**src/rtl/rst_seq_gen_pkg.sv**
```systemverilog
// Shared state encoding and default timing for the reset sequencer.
// Defaults assume a 50 MHz clk.
package rst_seq_pkg;

    typedef enum logic [1:0] {
        S_HOLD     = 2'd0,
        S_RELEASE  = 2'd1,
        S_WAIT_BTN = 2'd2,
        S_RUN      = 2'd3
    } state_t;

    localparam int DEF_DB_CYCLES   = 500000;
    localparam int DEF_HOLD_CYCLES = 16;
    localparam int DEF_STAGE_GAP   = 4;
    localparam int DEF_NSTAGE      = 3;
    localparam int DEF_CNT_W       = 20;

endpackage

```
**src/rtl/rst_seq_gen_btn_debounce.sv**
```systemverilog
// Pushbutton conditioner: 2-flop synchronizer plus level debouncer.
// Accepts a level change after DB_CYCLES stable differing cycles; no flow control.
module btn_debounce #(
    parameter int DB_CYCLES = 500000,
    parameter int CNT_W     = 20
) (
    input  logic clk,
    input  logic rst,
    input  logic din,
    output logic dout
);

    localparam logic [CNT_W-1:0] DB_LAST = CNT_W'(DB_CYCLES - 1);

    logic             sync1;
    logic             sync2;
    logic [CNT_W-1:0] cnt;

    always_ff @(posedge clk or posedge rst) begin
        if (rst) begin
            sync1 <= 1'b0;
            sync2 <= 1'b0;
            cnt   <= '0;
            dout  <= 1'b0;
        end else begin
            sync1 <= din;
            sync2 <= sync1;
            // Any return to the accepted level restarts the stability window.
            if (sync2 == dout) begin
                cnt <= '0;
            end else if (cnt == DB_LAST) begin
                dout <= ~dout;
                cnt  <= '0;
            end else begin
                cnt <= cnt + CNT_W'(1);
            end
        end
    end

endmodule

```
**src/rtl/rst_seq_gen.sv**
```systemverilog
// Merges power-on, pushbutton and software resets into NSTAGE ordered reset outputs.
// Minimum HOLD_CYCLES assertion, then one stage released every STAGE_GAP cycles.
module rst_seq_gen
    import rst_seq_pkg::*;
#(
    parameter int DB_CYCLES   = DEF_DB_CYCLES,
    parameter int HOLD_CYCLES = DEF_HOLD_CYCLES,
    parameter int STAGE_GAP   = DEF_STAGE_GAP,
    parameter int NSTAGE      = DEF_NSTAGE,
    parameter int CNT_W       = DEF_CNT_W
) (
    input  logic              clk,
    input  logic              rst,
    input  logic              btn,
    input  logic              sw_req,
    output logic              sw_ack,
    output logic [NSTAGE-1:0] rst_stage,
    output logic              rst_any,
    output logic              busy
);

    localparam logic [NSTAGE-1:0] ALL_ON    = '1;
    localparam logic [CNT_W-1:0]  HOLD_LAST = CNT_W'(HOLD_CYCLES - 1);
    localparam logic [CNT_W-1:0]  GAP_LAST  = CNT_W'(STAGE_GAP - 1);

    logic             db_btn;
    state_t           state;
    logic [CNT_W-1:0] cnt;

    btn_debounce #(
        .DB_CYCLES (DB_CYCLES),
        .CNT_W     (CNT_W)
    ) u_db (
        .clk  (clk),
        .rst  (rst),
        .din  (btn),
        .dout (db_btn)
    );

    always_ff @(posedge clk or posedge rst) begin
        if (rst) begin
            state     <= S_HOLD;
            cnt       <= '0;
            rst_stage <= ALL_ON;
            busy      <= 1'b1;
            sw_ack    <= 1'b0;
        end else begin
            sw_ack <= 1'b0;
            case (state)
                S_HOLD: begin
                    if (db_btn) begin
                        state     <= S_WAIT_BTN;
                        cnt       <= '0;
                        rst_stage <= ALL_ON;
                    end else if (cnt == HOLD_LAST) begin
                        cnt       <= '0;
                        rst_stage <= ALL_ON << 1;
                        if (NSTAGE == 1) begin
                            state <= S_RUN;
                            busy  <= 1'b0;
                        end else begin
                            state <= S_RELEASE;
                        end
                    end else begin
                        cnt <= cnt + CNT_W'(1);
                    end
                end
                S_RELEASE: begin
                    if (db_btn) begin
                        state     <= S_WAIT_BTN;
                        cnt       <= '0;
                        rst_stage <= ALL_ON;
                    end else if (cnt == GAP_LAST) begin
                        cnt       <= '0;
                        rst_stage <= rst_stage << 1;
                        // Last asserted stage drops on this edge: sequence complete.
                        if ((rst_stage << 1) == '0) begin
                            state <= S_RUN;
                            busy  <= 1'b0;
                        end
                    end else begin
                        cnt <= cnt + CNT_W'(1);
                    end
                end
                S_WAIT_BTN: begin
                    rst_stage <= ALL_ON;
                    busy      <= 1'b1;
                    if (!db_btn) begin
                        state <= S_HOLD;
                        cnt   <= '0;
                    end
                end
                S_RUN: begin
                    // A press outranks a software request, but the request is still acked.
                    if (db_btn) begin
                        state     <= S_WAIT_BTN;
                        cnt       <= '0;
                        rst_stage <= ALL_ON;
                        busy      <= 1'b1;
                        sw_ack    <= sw_req;
                    end else if (sw_req) begin
                        state     <= S_HOLD;
                        cnt       <= '0;
                        rst_stage <= ALL_ON;
                        busy      <= 1'b1;
                        sw_ack    <= 1'b1;
                    end
                end
                default: begin
                    state     <= S_HOLD;
                    cnt       <= '0;
                    rst_stage <= ALL_ON;
                    busy      <= 1'b1;
                end
            endcase
        end
    end

    assign rst_any = |rst_stage;

endmodule

```
**config.mk**
```make
export PLATFORM = sky130hd
export DESIGN_NAME = rst_seq_gen
export DESIGN_NICKNAME = d
export VERILOG_FILES = /design/src/rtl/rst_seq_gen_pkg.sv /design/src/rtl/rst_seq_gen_btn_debounce.sv /design/src/rtl/rst_seq_gen.sv
export SDC_FILE = /design/constraint.sdc
export NUM_CORES = 1
export LEC_CHECK = 0
export CORE_MARGIN = 2
export CORE_UTILIZATION = 30
export DETAILED_ROUTE_END_ITERATION = 16
export SLEW_MARGIN = 15
export SYNTH_ARGS = -nofsm -noshare
export SYNTH_HDL_FRONTEND = slang
export SYNTH_SLANG_ARGS = --single-unit
export TNS_END_PERCENT = 100
```
**constraint.sdc**
```tcl
create_clock -name clk -period 4.6 [get_ports clk]
set_input_delay 0.92 -clock clk [delete_from_list [all_inputs] [get_ports clk]]
set_output_delay 0.92 -clock clk [all_outputs]
set_load 0.02 [all_outputs]
```
== Word-level counts from Yosys, hierarchy flattened ==
Index checks and enable logic that the tools add are counted.

* Mux-type cells: 35
* Bitwise operators: 2
* Equality and inequality tests: 15
* Reductions and logical operators: 9
* Add/sub/neg operators: 2

{| class="wikitable"
|+ Operator list
! kind !! count
|-
| 20-bit 2-to-1 mux || 9
|-
| 20-bit case mux with 4 select lines || 1
|-
| 20-bit by 1-bit adder with 20-bit output (second input constant) || 2
|-
| 20-bit by 19-bit == test with 1-bit output (second input constant) || 1
|-
| 20-bit by 2-bit == test with 1-bit output (second input constant) || 1
|-
| 20-bit by 4-bit == test with 1-bit output (second input constant) || 1
|-
| 3-bit 2-to-1 mux || 6
|-
| 2-bit 2-to-1 mux || 8
|-
| 3-bit by 2-bit inequality test with 1-bit output (second input constant) || 4
|-
| 3-bit case mux with 4 select lines || 1
|-
| 5-bit AND reduction || 2
|-
| 1-bit 2-to-1 mux || 8
|-
| 2-bit inequality test (second input constant) || 4
|-
| 2-bit case mux with 4 select lines || 1
|-
| 2-bit == test (second input constant) || 2
|-
| 2-bit AND reduction || 2
|-
| 3-bit logical NOT || 1
|-
| 1-bit case mux with 3 select lines || 1
|-
| 3-bit AND reduction || 1
|-
| 3-bit nonzero test || 1
|-
| 3-bit OR reduction || 1
|-
| 2-bit by 1-bit == test with 1-bit output (second input constant) || 1
|-
| 2-bit logical NOT || 1
|-
| 1-bit inverter || 2
|-
| 1-bit == test || 1
|}

* Flip-flop bits (word level): 50
* Input bits: 4
* Output and inout bits: 6

== Logic depth before layout (Yosys ltp) ==
Gate-level depths: netlist of the first run.

* Depth in word-level cells: 5
* Gate-level depth with buffers: 7
* Gate-level depth less buffers: 6

== Hierarchy ==
A second synthesis of the first run with hierarchy kept.

* Cell total of the unflattened synthesis: 281
* Area total of the unflattened synthesis: 2,697.6 um^2

{| class="wikitable"
|+ By module, submodules not included
! module !! cells an instance !! area an instance (um^2) !! times used
|-
| rst_seq_gen || 170 || 1,552.7 || 1
|-
| btn_debounce || 111 || 1,144.8 || 1
|}

== Worst setup path before layout of the first run ==
OpenSTA, ideal clock, no wires.

* Path kind: flip-flop to output port
* Start: register rst_stage[1]
* End: output rst_any
* Data required time: 3.680 ns
* Arrival: 0.877 ns
* Buffers on the path: 0
* Cell stages (with the launch flop): 2
* Path slack: 2.803 ns
* Cell sequence: dfstp_2 > or3_1

* Word-level cells in the longest chain between the ends: 1

{| class="wikitable"
|+ RTL lines
! item !! line !! text
|-
| start, declared || rst_seq_gen.sv:17 || <nowiki>output logic [NSTAGE-1:0] rst_stage,</nowiki>
|-
| start signal, assigned || rst_seq_gen.sv:57 || <nowiki>rst_stage <= ALL_ON << 1;</nowiki>
|-
| start signal, assigned || rst_seq_gen.sv:75 || <nowiki>rst_stage <= rst_stage << 1;</nowiki>
|-
| 3-bit OR reduction || rst_seq_gen.sv:119 || <nowiki>assign rst_any = |rst_stage;</nowiki>
|-
| end, declared || rst_seq_gen.sv:18 || <nowiki>output logic rst_any,</nowiki>
|}

No other way between the ends.

== Worst setup path in the final report of the first run ==
Same ends and word-level chain as after synthesis.

==> results of run 1 <==
metal layers:
metal	routed length, um	vias to the layer above
met5	0	-
met4	55	0
met3	129	4
met2	2390	17
met1	2520	972
li1	-	999
cell families after synthesis:
logic type | synth area share, %
buffers and inverters | 4.67
adders and majority gates | 0.944
and+or+nand+nor | 26.0
AOI/OAI and AO/OA | 14.0
xor gates and xnor gates | 6.28
muxes | 0.802
DFF | 47.4
flip-flops by register name, indices dropped and copies added (netlist names):
name and count:
cnt 20, sw_ack 1, u_db.cnt 20, state 2, u_db.sync1 1, rst_stage 3
busy 1, u_db.dout 1, u_db.sync2 1
where the power goes:
group | switching, uW | internal [uW]
Clock | 145 | 122
Combinational | 14.1 | 5.62
Sequential | 2.67 | 442
critical path, delay by kind of cell, from the launching register on:
kind	cells	cell delay, ns
simple gates	1	0.37
flops	1	0.40
buf+inv	1	0.55
metrics by stage:
stage	cells	setup WS [ns]	power, uW	hold WS [ns]
2_1_floorplan	277	2.49	468	0.331
3_3_place_gp	380	2.22	474	0.338
3_5_place_dp	380	2.13	475	0.341
4_1_cts	388	2.05	745	0.362
5_1_grt	388	2.02	769	0.366
6_report	388	2.07	731	0.358
how the worst min path moves through the flow:
stage,depth (start not counted),start,slack [ns],endpoint
6_report,0,u_db.sync1,0.36,u_db.sync2
5_1_grt,0,u_db.sync1,0.37,u_db.sync2
4_1_cts,0,u_db.sync1,0.36,u_db.sync2
3_5_place_dp,0,u_db.sync1,0.34,u_db.sync2
3_3_place_gp,0,u_db.sync1,0.34,u_db.sync2
2_1_floorplan,0,u_db.sync1,0.33,u_db.sync2
area by class of cell:
class / count / area (sq um) / area share [%]
Sequential cell: 50 / 1260 / 43.6
Timing Repair Buffer: 10 / 97.6 / 3.39
Multi-Input combinational cell: 205 / 1270 / 44.2
Clock buffer: 7 / 86.3 / 3.00
Inverter: 7 / 27.5 / 0.956
Clock inverter: 1 / 5.00 / 0.174
Tap cell: 108 / 135 / 4.69
cells in the final DEF (no fill, tap or decap), types with 3 or more instances in the layout:
cell type	n
and3_1	5
dfstp_2	4
a21oi_1	9
nor4_1	5
a31oi_1	16
nor3_2	3
nor3_1	5
nand2_1	23
nand4_1	9
clkbuf_8	6
nor2_1	35
nand3b_1	3
o21ai_0	8
nand2b_1	4
xor2_1	8
xnor2_1	11
nand3_1	20
inv_1	6
o21ai_1	3
dfrtp_1	46
clkdlybuf4s50_1	9
and4_1	4
==> summary.txt, run 1 <==
Post-CTS sizing - 0
Clock latency on the worst-skew pair - 0.30 ns
Clock slew at reported path FFs - 0.09 ns
Slew @ Worst Pin - 0.858 ns
Synth top area cells - dfrtp_1 43%, nor2_1 5.0%, dfstp_2 4.0%
Die outline area - 0.00961 sq mm
First-pass DRT Iterations - 4
Fmax - 0.395 GHz
Post-synth top area cell - dfrtp_1
Placed standard-cell area - 0.00279 sq mm
Layout area overhead - 8.59%
GR Util All Layers - 11.1%
# IOs - 10
Worst reg2reg endpoint - cnt[16]
H-tree depth - 2
M3 GR Usage - 2.43%
Syn_area_per_cell - 9.57 sq um
Gate Count Post-Synth - 277
Count leader, synth - dfrtp_1
Row cnt - 34
# clock sinks - 50
Routed WL per cell - 13.1 um
Busiest grt layer - met2
Worst hold path type - reg2reg
Max-cap violations - 0
Post-CTS Hold Fix Bufs - 0
Yosys top cell area share - 43.4%
Worst r2r src - cnt[5]
CP Class - reg2out
Final Slew Violations - 0
CP peak stage delay - 0.55 ns
Final Cycle Share - 55.1%
Synth Net Count - 283
R2R setup slack - 2.54 ns
Sequential-to-total area share from yosys stat - 47.4%
Core Util, Final - 33.3%
Number of fill cells in the layout - 894
Via count - 1,992
Grt total ovfl - 0
Max Root-Sink Buffers - 2
Top FF cell, synth - dfrtp_1
Crit start category - register
Worst setup endpoint - rst_any
R2R depth - 5
RSZ-0062 raised after global routing - no
Slowest cell on the critical path - clkdlybuf4s50_1
Setup TNS - 0 ns
Largest net degree at the start of global routing - 51
Layout cell share with drive strength beyond 1 - 9.64%
CP Max Fanout - 6
Core area - 0.00864 sq mm
Status - completed
CTS tree - yes
Final Skew - 0.00928 ns
Post-CTS setup buffer count - 0
Die Ht - 98.0 um
Slew HR - 42.8%
Root buffer cell - clkbuf_8
Async set-reset flop share out of synthesis - 100%
Hold Vio Cnt, Final - 0
Die Wd - 98.0 um
Starting Density - 30.7%
Initial antenna violation count - 0
EDFF count, synth - 0
Drt total wl - 5090 um
Syn. warnings - 0
Ordered cell list for the critical path - or3_1 -> clkdlybuf4s50_1
Post-synthesis cell type count - 50
Crit path capture type - output port
Req. time, crit path - 3.68 ns
Nets - 285
Power per cell area - 254 mW/mm^2
Yosys reg bits - 50
Global routing usage on met1 - 15.4%
Mapped cell area - 0.00265 sq mm
Detail Placement HPWL - 3330 um
Post-synth top cells - 46 x dfrtp_1, 35 x nor2_1, 23 x nand2_1
RD Place Congestion - 0.771
Via/cell ratio - 5.13
Vias in the first global route - 1,918
M2 GR Usage - 17.3%
WP data arrival - 1.61 ns
ANT nets after route - 0
First-pass GRT wire length - 8900 um
Leak - 0.00115 uW
Post-route cell area - 0.00288 sq mm
Fin crit period - 2.53 ns
Crit. Startpoint - rst_stage[1]
Final setup viols - 0
Antenna diode count - 0
# DRC - 0
VDD IR max - 0.000152 V
Total CTS buffers - 5
DR iter-0 viols - 112
Port Buffers - 9
(Power assumes the default switching activity.)
==> inputs of run 2 (changes only) <==
==> constraint.sdc (replaced) <==
create_clock -name clk -period 2.45 [get_ports clk]
set_input_delay 0.49 -clock clk [delete_from_list [all_inputs] [get_ports clk]]
set_output_delay 0.49 -clock clk [all_outputs]
set_load 0.02 [all_outputs]
==> summary.txt, run 2 (synthesis gave the netlist of run 1 again) <==
Int Power - 1050 uW (+84%)
# DRC - 0 (unchanged)
WP data arrival - 1.61 ns (about the same)
Final setup viols - 0 (unchanged)
Drt total wl - 5110 um (+0.35%)
Clock Power Share - 36.4% (about the same)
Slew HR - 59.5% (+17 points)
Crit start category - register
VDD IR max - 0.000282 V (+86%)
Comb power frac - 3.0% (+0.3 points)
R2R depth - 6 (+1)
Setup TNS - 0 ns (unchanged)
Via count - 2,017 (+1.3%)
Grt total ovfl - 0 (unchanged)
Most frequent cells in the layout - 46 x dfrtp_1, 35 x nor2_1, 23 x nand2_1, 20 x nand3_1, 16 x a31oi_1
Starting Density - 30.7% (unchanged)
CP Depth - 2 (unchanged)
Post-CTS sizing - 0 (unchanged)
Worst hold path type - reg2reg
Clock slew at reported path FFs - 0.10 ns (about the same)
# clock sinks - 50 (unchanged)
Hold Vio Cnt, Final - 0 (unchanged)
First-pass DRT Iterations - 4 (unchanged)
Core area - 0.00864 sq mm (unchanged)
WP buf/inv - 1 (unchanged)
Worst setup endpoint - rst_any
RSZ-0062 raised after global routing - no
Nets - 288 (+1.1%)
Antenna diode count - 0 (unchanged)
Die Ht - 98.0 um (unchanged)
Crit path capture type - output port
DR iter-0 viols - 109 (-2.7%)
Slew @ Worst Pin - 0.603 ns (-0.255 ns)
Number of fill cells in the layout - 899 (+0.56%)
Fmax - 0.475 GHz
Sw Ratio - 23.9% (+1.8 points)
Die outline area - 0.00961 sq mm (unchanged)
Status - completed
CP peak stage delay - 0.55 ns (about the same)
Seq. cell area - 0.00126 sq mm (unchanged)
Placed cells - 383 (+0.79%)
Final Skew - 0.00959 ns (+0.000309 ns)
CTS tree - yes
Leak - 0.00117 uW (+1.0%)
Biggest regs - cnt x20, u_db.cnt x20, rst_stage x3
Root buffer cell - clkbuf_8
Total CTS buffers - 5 (unchanged)
Vias in the first global route - 1,859 (-3.1%)
Power per cell area - 473 mW/mm^2 (+86%)
First-pass GRT wire length - 8970 um (+0.78%)
Flop pwr share - 60.6% (-0.2 points)
ANT nets after route - 0 (unchanged)
Worst r2r src - cnt[3]
Most common cell after layout, fill and taps aside - dfrtp_1
Via/cell ratio - 5.16 (+0.48%)
H-tree depth - 2 (unchanged)
Largest net degree at the start of global routing - 51 (unchanged)
Final Cycle Share - 85.9%
Port Buffers - 9 (unchanged)
RD Place Congestion - 0.753 (-2.3%)
Area of the multi-input gates - 0.00127 sq mm (unchanged)
Worst reg2reg endpoint - cnt[7]
Max Root-Sink Buffers - 2 (unchanged)
Die Wd - 98.0 um (unchanged)
Worst path top cell family by delay - buffers and inverters
Slowest cell on the critical path - clkdlybuf4s50_1
Row cnt - 34 (unchanged)
Ordered cell list for the critical path - or3_1 -> clkdlybuf4s50_1
Final std cells w/o fill - 391 (+0.77%)
Post-CTS setup buffer count - 0 (unchanged)
Clock latency on the worst-skew pair - 0.31 ns (about the same)
Req. time, crit path - 1.96 ns (-1.72 ns)
GR Util All Layers - 11.2% (+0.12 points)
Max-cap violations - 0 (unchanged)
Final Slew Violations - 0 (unchanged)
Routed WL per cell - 13.1 um (-0.42%)
CP Class - reg2out
Detail Placement HPWL - 3370 um (+0.99%)
R2R setup slack - 0.52 ns (-2.02 ns)
CP Max Fanout - 6 (unchanged)
Layout area overhead - 9.91%
Layout cell share with drive strength beyond 1 - 11.0% (+1.3 points)
# IOs - 10 (unchanged)
Post-CTS Hold Fix Bufs - 0 (unchanged)
Crit. Startpoint - rst_stage[1]
Initial antenna violation count - 0 (unchanged)
Fin crit period - 2.10 ns
Sw power - 330 uW (+100%)
run 2: worst reg2reg max path, delay by kind of cell (launching register included):
| family | cells | cell delay (ns) |
|---|---|---|
| buf+inv | 1 | 0.25 |
| flops | 1 | 0.50 |
| compound gates | 4 | 0.60 |
| simple gates | 1 | 0.45 |
run 2: power groups by stage:
stage / clock network [uW] / logic, uW / registers [uW]
floorplan: 0 / 27.7 / 851
global placement: 0 / 42.7 / 851
detailed placement: 0 / 43.1 / 852
CTS: 525 / 43.2 / 836
global route: 560 / 48.3 / 837
finish: 502 / 41.3 / 836
run 2: worst min path at each step:
stage | startpoint | slack [ns] | depth (start not counted) | end
after floorplan | u_db.sync1 | 0.33 | 0 | u_db.sync2
after global placement | u_db.sync1 | 0.34 | 0 | u_db.sync2
after detailed placement | u_db.sync1 | 0.34 | 0 | u_db.sync2
after CTS | u_db.sync1 | 0.37 | 0 | u_db.sync2
after global routing | u_db.sync1 | 0.37 | 0 | u_db.sync2
final | u_db.sync1 | 0.36 | 0 | u_db.sync2
run 2: final cells by class:
cell class / instances / area share (%)
clock buffer: 5 / 2.36
clock inverter: 3 / 0.816
inverter: 7 / 0.902
multi-input combinational: 205 / 43.6
sequential: 50 / 43.1
tap: 108 / 4.64
timing repair buffer: 13 / 4.55
run 2: metal layers:
layer	GRT usage [%]	routed length, um
met5	0	0
met4	3.42	73
met3	3.29	102
met2	17.1	2380
met1	15.4	2560
run 2: metrics by stage:
step | total power (uW) | utilization (%) | setup slack (ns) | cell area [sq um] | hold slack [ns]
floorplan | 878 | - | 0.765 | 2650 | 0.331
global placement | 894 | 32.7 | 0.505 | 2820 | 0.339
detailed placement | 895 | 32.7 | 0.476 | 2820 | 0.339
CTS | 1400 | 33.7 | 0.324 | 2910 | 0.366
global route | 1440 | 33.7 | 0.271 | 2910 | 0.369
finish | 1380 | 33.7 | 0.346 | 2910 | 0.360
